<file path="src/rtl/prog_loader_if.sv">
// Byte-stream ingress and instruction-memory write bus of the boot program loader.
// The slave modport is the loader's view; master is the source/memory side.
interface prog_loader_if #(
    parameter int unsigned ADDR_W = 64
);
    logic              byte_valid;
    logic [7:0]        byte_data;
    logic              byte_ready;
    logic              mem_wr;
    logic [ADDR_W-1:0] mem_waddr;
    logic [31:0]       mem_wdata;

    modport master (
        output byte_valid, byte_data,
        input  byte_ready, mem_wr, mem_waddr, mem_wdata
    );

    modport slave (
        input  byte_valid, byte_data,
        output byte_ready, mem_wr, mem_waddr, mem_wdata
    );
endinterface

</file>
<file path="src/rtl/prog_loader.sv">
// Boot-time program loader: assembles a little-endian byte stream into 32-bit words,
// writes them to instruction memory, verifies an 8-bit checksum and releases the core.
module prog_loader #(
    parameter int unsigned          ADDR_W    = 64,
    parameter logic [ADDR_W-1:0]    BASE_ADDR = '0,
    parameter int unsigned          MAX_WORDS = 4096
) (
    input  logic         CLK,
    input  logic         RST,
    prog_loader_if.slave bus,
    output logic         cpu_rst_n,
    output logic         load_done,
    output logic         load_err,
    output logic [31:0]  words_loaded
);
    localparam int unsigned WORD_W = 32;

    typedef enum logic [2:0] {
        S_HDR, S_DATA, S_WRITE, S_CHK, S_DONE, S_ERR
    } state_t;

    state_t              state;
    state_t              state_nxt;
    logic [1:0]          byte_cnt;
    logic [WORD_W-1:0]   shreg;
    logic [WORD_W-1:0]   word_total;
    logic [7:0]          sum;

    logic                accept;
    logic                last_byte;
    logic [WORD_W-1:0]   asm_word;
    logic [WORD_W-1:0]   words_inc;
    logic [7:0]          chk_sum;

    logic                byte_ready_d;
    logic                mem_wr_d;
    logic                cpu_rst_n_d;
    logic                load_done_d;
    logic                load_err_d;

    assign accept    = bus.byte_valid && bus.byte_ready;
    assign last_byte = accept && (byte_cnt == 2'd3);
    assign asm_word  = {bus.byte_data, shreg[WORD_W-1:8]};
    assign words_inc = words_loaded + 32'd1;
    assign chk_sum   = sum + bus.byte_data;

    // State register
    always_ff @(posedge CLK or negedge RST) begin
        if (!RST) begin
            state <= S_HDR;
        end else begin
            state <= state_nxt;
        end
    end

    // Next-state logic
    always_comb begin
        state_nxt = state;
        case (state)
            S_HDR: begin
                if (last_byte) begin
                    if (asm_word > WORD_W'(MAX_WORDS)) state_nxt = S_ERR;
                    else if (asm_word == '0)           state_nxt = S_CHK;
                    else                               state_nxt = S_DATA;
                end
            end
            S_DATA:  if (last_byte) state_nxt = S_WRITE;
            S_WRITE: state_nxt = (words_inc == word_total) ? S_CHK : S_DATA;
            S_CHK: begin
                if (accept) state_nxt = (chk_sum == 8'd0) ? S_DONE : S_ERR;
            end
            S_DONE:  state_nxt = S_DONE;
            S_ERR:   state_nxt = S_ERR;
            default: state_nxt = S_HDR;
        endcase
    end

    // Output decode from the upcoming state so the registered outputs line up with it
    always_comb begin
        byte_ready_d = 1'b0;
        mem_wr_d     = 1'b0;
        cpu_rst_n_d  = 1'b0;
        load_done_d  = 1'b0;
        load_err_d   = 1'b0;
        case (state_nxt)
            S_HDR, S_DATA, S_CHK: byte_ready_d = 1'b1;
            S_WRITE:              mem_wr_d     = 1'b1;
            S_DONE: begin
                cpu_rst_n_d = 1'b1;
                load_done_d = 1'b1;
            end
            S_ERR:                load_err_d   = 1'b1;
            default: ;
        endcase
    end

    always_ff @(posedge CLK or negedge RST) begin
        if (!RST) begin
            bus.byte_ready <= 1'b0;
            bus.mem_wr     <= 1'b0;
            cpu_rst_n      <= 1'b0;
            load_done      <= 1'b0;
            load_err       <= 1'b0;
        end else begin
            bus.byte_ready <= byte_ready_d;
            bus.mem_wr     <= mem_wr_d;
            cpu_rst_n      <= cpu_rst_n_d;
            load_done      <= load_done_d;
            load_err       <= load_err_d;
        end
    end

    // Byte assembly, running checksum, word count and write payload
    always_ff @(posedge CLK or negedge RST) begin
        if (!RST) begin
            byte_cnt      <= '0;
            shreg         <= '0;
            word_total    <= '0;
            sum           <= '0;
            words_loaded  <= '0;
            bus.mem_waddr <= BASE_ADDR;
            bus.mem_wdata <= '0;
        end else begin
            if (accept && (state == S_HDR || state == S_DATA)) begin
                byte_cnt <= byte_cnt + 2'd1;
                shreg    <= asm_word;
                sum      <= chk_sum;
            end
            if (last_byte && state == S_HDR) begin
                word_total <= asm_word;
            end
            if (last_byte && state == S_DATA) begin
                bus.mem_wdata <= asm_word;
                bus.mem_waddr <= BASE_ADDR + (ADDR_W'(words_loaded) << 2);
            end
            if (state == S_WRITE) begin
                words_loaded <= words_inc;
            end
        end
    end
endmodule

</file>
<file path="src/flat_wrapper.sv">
// flat-port wrapper written by rule: the top's interface ports become plain ports
module prog_loader_flat 
#(
    parameter int unsigned          ADDR_W    = 64,
    parameter logic [ADDR_W-1:0]    BASE_ADDR = '0,
    parameter int unsigned          MAX_WORDS = 4096
)
  (CLK, RST, cpu_rst_n, load_done, load_err, words_loaded, bus_byte_valid, bus_byte_data, bus_byte_ready, bus_mem_wr, bus_mem_waddr, bus_mem_wdata);
  prog_loader_if #(.ADDR_W(ADDR_W)) bus_i ();
  input  logic CLK;
  input  logic RST;
  output logic cpu_rst_n;
  output logic load_done;
  output logic load_err;
  output logic [31:0] words_loaded;
  input wire logic [$bits(bus_i.byte_valid)-1:0] bus_byte_valid;
  input wire logic [$bits(bus_i.byte_data)-1:0] bus_byte_data;
  output wire logic [$bits(bus_i.byte_ready)-1:0] bus_byte_ready;
  output wire logic [$bits(bus_i.mem_wr)-1:0] bus_mem_wr;
  output wire logic [$bits(bus_i.mem_waddr)-1:0] bus_mem_waddr;
  output wire logic [$bits(bus_i.mem_wdata)-1:0] bus_mem_wdata;
  assign bus_i.byte_valid = bus_byte_valid;
  assign bus_i.byte_data = bus_byte_data;
  assign bus_byte_ready = bus_i.byte_ready;
  assign bus_mem_wr = bus_i.mem_wr;
  assign bus_mem_waddr = bus_i.mem_waddr;
  assign bus_mem_wdata = bus_i.mem_wdata;
  prog_loader #(.ADDR_W(ADDR_W), .BASE_ADDR(BASE_ADDR), .MAX_WORDS(MAX_WORDS)) u_core (.CLK(CLK), .RST(RST), .bus(bus_i), .cpu_rst_n(cpu_rst_n), .load_done(load_done), .load_err(load_err), .words_loaded(words_loaded));
endmodule
</file>
<file path="config.mk">
export PLATFORM = sky130hd
export DESIGN_NAME = prog_loader_flat
export DESIGN_NICKNAME = d
export VERILOG_FILES = /design/src/rtl/prog_loader_if.sv /design/src/rtl/prog_loader.sv /design/src/flat_wrapper.sv
export SDC_FILE = /design/constraint.sdc
export NUM_CORES = 1
export LEC_CHECK = 0
export CAP_MARGIN = 20
export CELL_PAD_IN_SITES_DETAIL_PLACEMENT = 1
export CELL_PAD_IN_SITES_GLOBAL_PLACEMENT = 1
export CORE_ASPECT_RATIO = 1.25
export CORE_UTILIZATION = 45
export CTS_BUF_LIST = sky130_fd_sc_hd__clkbuf_8
export DETAILED_ROUTE_END_ITERATION = 6
export HOLD_SLACK_MARGIN = 0.15
export PLACE_DENSITY = 0.88
export SLEW_MARGIN = 20
export SYNTH_ARGS = -nofsm -noshare
export SYNTH_HDL_FRONTEND = slang
export SYNTH_SLANG_ARGS = --single-unit
</file>
<file path="constraint.sdc">
create_clock -name CLK -period 6.6 [get_ports CLK]
set_input_delay 0.66 -clock CLK [delete_from_list [all_inputs] [get_ports CLK]]
set_output_delay 0.66 -clock CLK [all_outputs]
set_load 0.01 [all_outputs]
</file>
; Word level (Yosys, flattened, before mapping)
; Index checks and enable logic that the tools add are counted.
[word_totals]
word_cells = 51
out_inout_bits = 133
input_bits = 11
regBits = 177
[op_classes]
n_addsub = 3
reduce_logical = 11
n_mux = 12
eq_ne = 12
magnitude_cmp = 1
[op_table]
columns = op, n
row1 = adder 32 x 1 -> 32 bit (second input constant), 1
row2 = equality test 32 bit, 1
row3 = > comparator 32 x 13 -> 1 bit (second input constant), 1
row4 = zero test 32 bit, 1
row5 = one-hot mux 3 bit (6 select lines), 1
row6 = equality test 3 x 2 -> 1 bit (second input constant), 4
row7 = equality test 3 bit (second input constant), 4
row8 = two-way mux 3 bit, 4
row9 = adder 8 bit, 1
row10 = zero test 8 bit, 1
row11 = equality test 3 x 1 -> 1 bit (second input constant), 2
row12 = zero test 3 bit, 2
row13 = logical AND 1 bit, 5
row14 = two-way mux 1 bit, 5
row15 = two-way mux 2 bit, 2
row16 = OR reduction 3 bit, 1
row17 = adder 2 x 1 -> 2 bit (second input constant), 1
row18 = equality test 2 bit (second input constant), 1
row19 = logical OR 1 bit, 1

; Logic depth before layout (Yosys ltp)
[logic_depth]
depth_word = 8
ltp_mapped = 9
ltp_nobuf = 9

; Worst setup path before layout
; Ideal clock, no wire load.
[synth_timing]
path_type = register -> register
start = register u_core.words_loaded[0]
end = register u_core.state[1]
path_stages_with_launch = 10
arrival_ps = 2667
path_slack_ps = 3841
required_ps = 6508
synth_period_minus_slack_ps = 2759
setup_ps = 92
path_buffers = 2
cell_sequence = dfrtp_1 clkbuf_2 nand4_2 or4_1 buf_2 or4_4 xnor2_1 nor4_1 nand4_1 o31ai_2
[synth_between]
elab_chain_cells = 4
[synth_rtl]
columns = item, line
row1 = from (decl), prog_loader.sv:14  ; output logic [31:0] words_loaded
row2 = from (signal assigned), prog_loader.sv:137  ; words_loaded <= words_inc;
row3 = adder 32 x 1 -> 32 bit, prog_loader.sv:44  ; assign words_inc = words_loaded + 32'd1;
row4 = equality test 32 bit, prog_loader.sv:68  ; S_WRITE: state_nxt = (words_inc == word_total) ? S_CHK : S_DATA;
row5 = two-way mux 2 bit, prog_loader.sv:68
row6 = one-hot mux 3 bit (6 select lines), prog_loader.sv:59  ; case (state)
row7 = via u_core.state_nxt[1], prog_loader.sv:23  ; state_t state_nxt;
row8 = to (signal assigned), prog_loader.sv:52  ; state <= state_nxt;
row9 = to (decl), prog_loader.sv:22  ; state_t state;
; The timed path passes the listed nets, and every way through them passes these cells.
; A chain may end at the register's enable or synchronous reset.

; Worst setup path after layout
; Same ends and word-level chain as after synthesis.

==> summary.txt <==
Timing
  • Worst-Margin Slew: 0.931 ns
  • Setup TNS: 0 ns
  • Crit share post-route: 0.465
  • Max-slew violation count: 0
  • Slew headroom: 0.380
  • Clock skew: 0.0114 ns
  • Tmin final: 3.07 ns
  • RSZ-0062 raised after global routing: false
  • Finish-stage setup viols: 0
  • Final hold vios: 0
  • Max Fclk: 0.326 GHz

Critical path
  • Crit path from: u_core.words_loaded[0]$_DFFE_PN0P_
  • Crit end category: flip-flop
  • R2R Path Start: u_core.words_loaded[0]$_DFFE_PN0P_
  • WP data arrival: 3.47 ns
  • CP startpoint kind: flip-flop
  • Critical path peak fanout: 7
  • Type of the worst setup path: reg -> reg
  • WP data required: 7.00 ns

Pwr
  • Internal power: 1.98 mW
  • Clock power frac: 0.216
  • Gate power share: 0.297
  • Sequential share of power: 0.488
  • Worst IR Drop VDD: 0.138 mV
  • Net Switching: 1.16 mW
  • PD cells: 322 nW/um^2
  • Sw Share: 0.370
  • Tot Pwr: 3.14 mW
  • P_leak: 4.63 nW

Run
  • Max cap viols: 0

Floorplanning
  • Core area: 18200 sq um
  • Ports: 144
  • Die height: 155 microns
  • Row Count: 55
  • Die ar.: 19200 sq um
  • Initial core utilization: 0.461
  • Die width: 124 microns

CTS
  • Post-cts sizing count: 0
  • Clock buffer depth: 2
  • Post-CTS Hold Fix Bufs: 0
  • CTS tree: built
  • Root Buffer Master: clkbuf_8
  • Reg clk slew, reported paths: 0.09 ns
  • H-tree depth: 4
  • Clk_lat worst skew: 0.48 ns
  • Clock sinks: 169
  • Post-CTS Setup Bufs: 0
  • Number of CTS-inserted buffers: 17

Synthesis
  • Mux share of post-synthesis cell area: 0.0529
  • Number of flops mapped to enable cells by yosys: 0
  • Cell variety after synth: 62
  • Largest family of logic cells by synthesized area: simple AND/OR/NAND/NOR gates
  • Number of synthesized register bits: 169
  • Synth Area in Simple Gates: 0.231
  • Async SR Flop Fraction: 1.00
  • Syn Area/Cell: 9.54 sq um
  • Post-Synth XOR/XNOR Area: 0.0858
  • Post-synthesis compound-gate area fraction: 0.0400
  • Adder-cell share of the synthesized area: 0.0158
  • Post-synthesis cell area: 8370 sq um
  • Syn Inst Count: 878
  • Seq/Total Area, Yosys: 0.505
  • Yosys warnings: 0
  • Ys flop type: dfrtp_1

Route
  • Vias post-DR: 6544
  • Antenna viol nets, final: 0
  • DR iter-0 viols: 437
  • DRC viols: 0
  • Wirelength per Cell: 18.8 microns
  • Routed WL: 22.6 mm
  • Pre-antenna DRT Iters: 4
  • Vias per cell: 5.44

Finish
  • Fraction of layout instances using a drive strength above 1: 0.0903
  • Final core occ: 0.536
  • ANT cells: 0
  • Area growth syn-to-layout: 16.4%
  • Fill count: 2058
  • Finished Layout Cells: 1202
  • Multi-input gate area: 3690 sq um
  • Nets: 982
  • FF+latch area: 4230 sq um

GRT
  • Vias in the first global route: 6954
  • Total grt overflow: 0
  • Initial antenna violation count: 0
  • Global-route wire length before repair: 36.9 mm
  • Gr usage total: 0.253
  • Largest net degree at the start of global routing: 100

Place
  • DP Cell Count: 1170
  • Final GP Congestion: 0.864
  • Port bufs: 111
  • DP Wirelength: 15.7 mm

Status
  • Status: completed

Worst hold path
  • HP Class: in -> async
==> power groups by stage <==
stage          Sequential [mW]  Clock [mW]  Combinational [mW]
2_1_floorplan             1.48           0               0.571
3_3_place_gp              1.52           0               0.856
3_5_place_dp              1.54           0               0.913
4_1_cts                   1.52       0.686               0.937
5_1_grt                   1.56       0.727                1.02
6_report                  1.53       0.677               0.931
==> cell usage after synthesis (2+ instances only) <==
cell type | number | share of area
a2111oi_0 | 2 | 0.0021
a21o_1 | 3 | 0.0027
a21oi_1 | 11 | 0.0066
a41oi_1 | 2 | 0.0021
and2_1 | 2 | 0.0015
and3_1 | 5 | 0.0037
buf_1 | 3 | 0.0013
buf_2 | 4 | 0.0024
buf_4 | 38 | 0.034
buf_6 | 11 | 0.015
clkbuf_1 | 27 | 0.012
clkbuf_2 | 2 | 0.0012
dfrtp_1 | 169 | 0.51
ha_1 | 9 | 0.013
inv_1 | 6 | 0.0027
mux2_2 | 34 | 0.046
mux2i_1 | 6 | 0.0072
nand2_1 | 302 | 0.14
nand2b_1 | 3 | 0.0022
nand3_1 | 13 | 0.0078
nand4_1 | 19 | 0.014
nand4b_1 | 3 | 0.0031
nor2_1 | 29 | 0.013
nor3_1 | 13 | 0.0078
nor4_1 | 19 | 0.014
o211ai_1 | 3 | 0.0027
o21ai_0 | 13 | 0.0078
o311a_1 | 2 | 0.0024
o41ai_1 | 2 | 0.0021
or3_1 | 9 | 0.0067
or4_1 | 2 | 0.0018
or4_4 | 2 | 0.0027
xnor2_1 | 55 | 0.058
xor2_1 | 27 | 0.028
==> path summary, 6_finish.rpt <==
path / to / slack (ns) / depth (start not counted)
worst max-delay path: u_core.state[1]$_DFF_PN0_ / 3.53 / 8
worst min register to register: u_core.bus.mem_waddr[21]$_DFFE_PN0P_ / 0.49 / 2
max in group asynchronous: u_core.bus.mem_wdata[10]$_DFFE_PN0P_ / 4.94 / 2
worst max register to register: u_core.state[1]$_DFF_PN0_ / 3.53 / 8
worst min-delay path: u_core.bus.mem_wdata[28]$_DFFE_PN0P_ / 0.22 / 1
min in group CLK: u_core.bus.mem_waddr[21]$_DFFE_PN0P_ / 0.49 / 2
==> per-layer routing <==
metal,track usage,wire length [microns],vias to the layer above
met1,0.309,9370,3311
met4,0.115,748,0
met5,0,0,-
met2,0.429,11700,166
li1,-,-,3010
met3,0.0450,734,57
==> critical path, cell delays in order, from the launching register on <==
cell,delay [ns]
dfrtp_1,0.51
ha_1,0.29
and3_1,0.25
nand3_1,0.27
or3_2,0.56
a2111oi_0,0.41
nor4bb_1,0.35
nand4_1,0.16
o31ai_2,0.19
==> registers in the layout, summed over array words and instances (netlist names) <==
register               count
u_core.byte_cnt            2
u_core.shreg              24
u_core.sum                 8
u_core.bus.mem_waddr      32
u_core.state               3
u_core.words_loaded       32
u_core.bus.mem_wr          1
u_core.bus.mem_wdata      32
u_core.load_err            1
u_core.cpu_rst_n           1
u_core.word_total         32
u_core.bus.byte_ready      1
==> cell type report <==
class | instances | share of cell area
sequential | 169 | 0.434
multi-input combinational | 648 | 0.379
timing repair buffer | 118 | 0.120
tap | 228 | 0.0293
clock buffer | 18 | 0.0254
clock inverter | 14 | 0.0104
inverter | 7 | 0.00270
==> cell usage in the layout (no fill, tap or decap), types with 3 or more instances in the layout <==
master,netlist,layout
nand2_1,302,302
a21o_1,3,3
a21oi_1,11,11
clkinvlp_4,0,7
dfrtp_1,169,169
inv_1,6,7
buf_4,38,7
nand3_1,13,13
nand4b_1,3,3
nor4_1,19,19
nor2_1,29,29
or3_1,9,8
and3_1,5,5
xor2_1,27,27
ha_1,9,9
o211ai_1,3,3
conb_1,1,32
xnor2_1,55,55
mux2_2,34,34
clkdlybuf4s50_1,0,110
mux2i_1,6,6
o21ai_0,13,13
nor3_1,13,12
nand4_1,19,19
clkbuf_8,0,18
nand2b_1,3,3
==> metrics by stage <==
stage               area (sq um)  hold slack [ns]  setup slack (ns)
CTS                         9740            0.288              3.56
detailed placement          9400            0.464              3.24
floorplan                   8490            0.364              3.84
global route                9740            0.319              3.32
finish                      9740            0.224              3.53
global placement            9400            0.458              3.41
==> cells by family after synthesis <==
| logic type | Yosys count |
|---|---|
| compound gates | 49 |
| xor+xnor | 82 |
| fa+ha+maj | 10 |
| buf+inv | 92 |
| flops | 169 |
| mux | 40 |
| other cells | 1 |
| simple gates | 435 |
No activity file was read; power rests on OpenSTA's default activity.
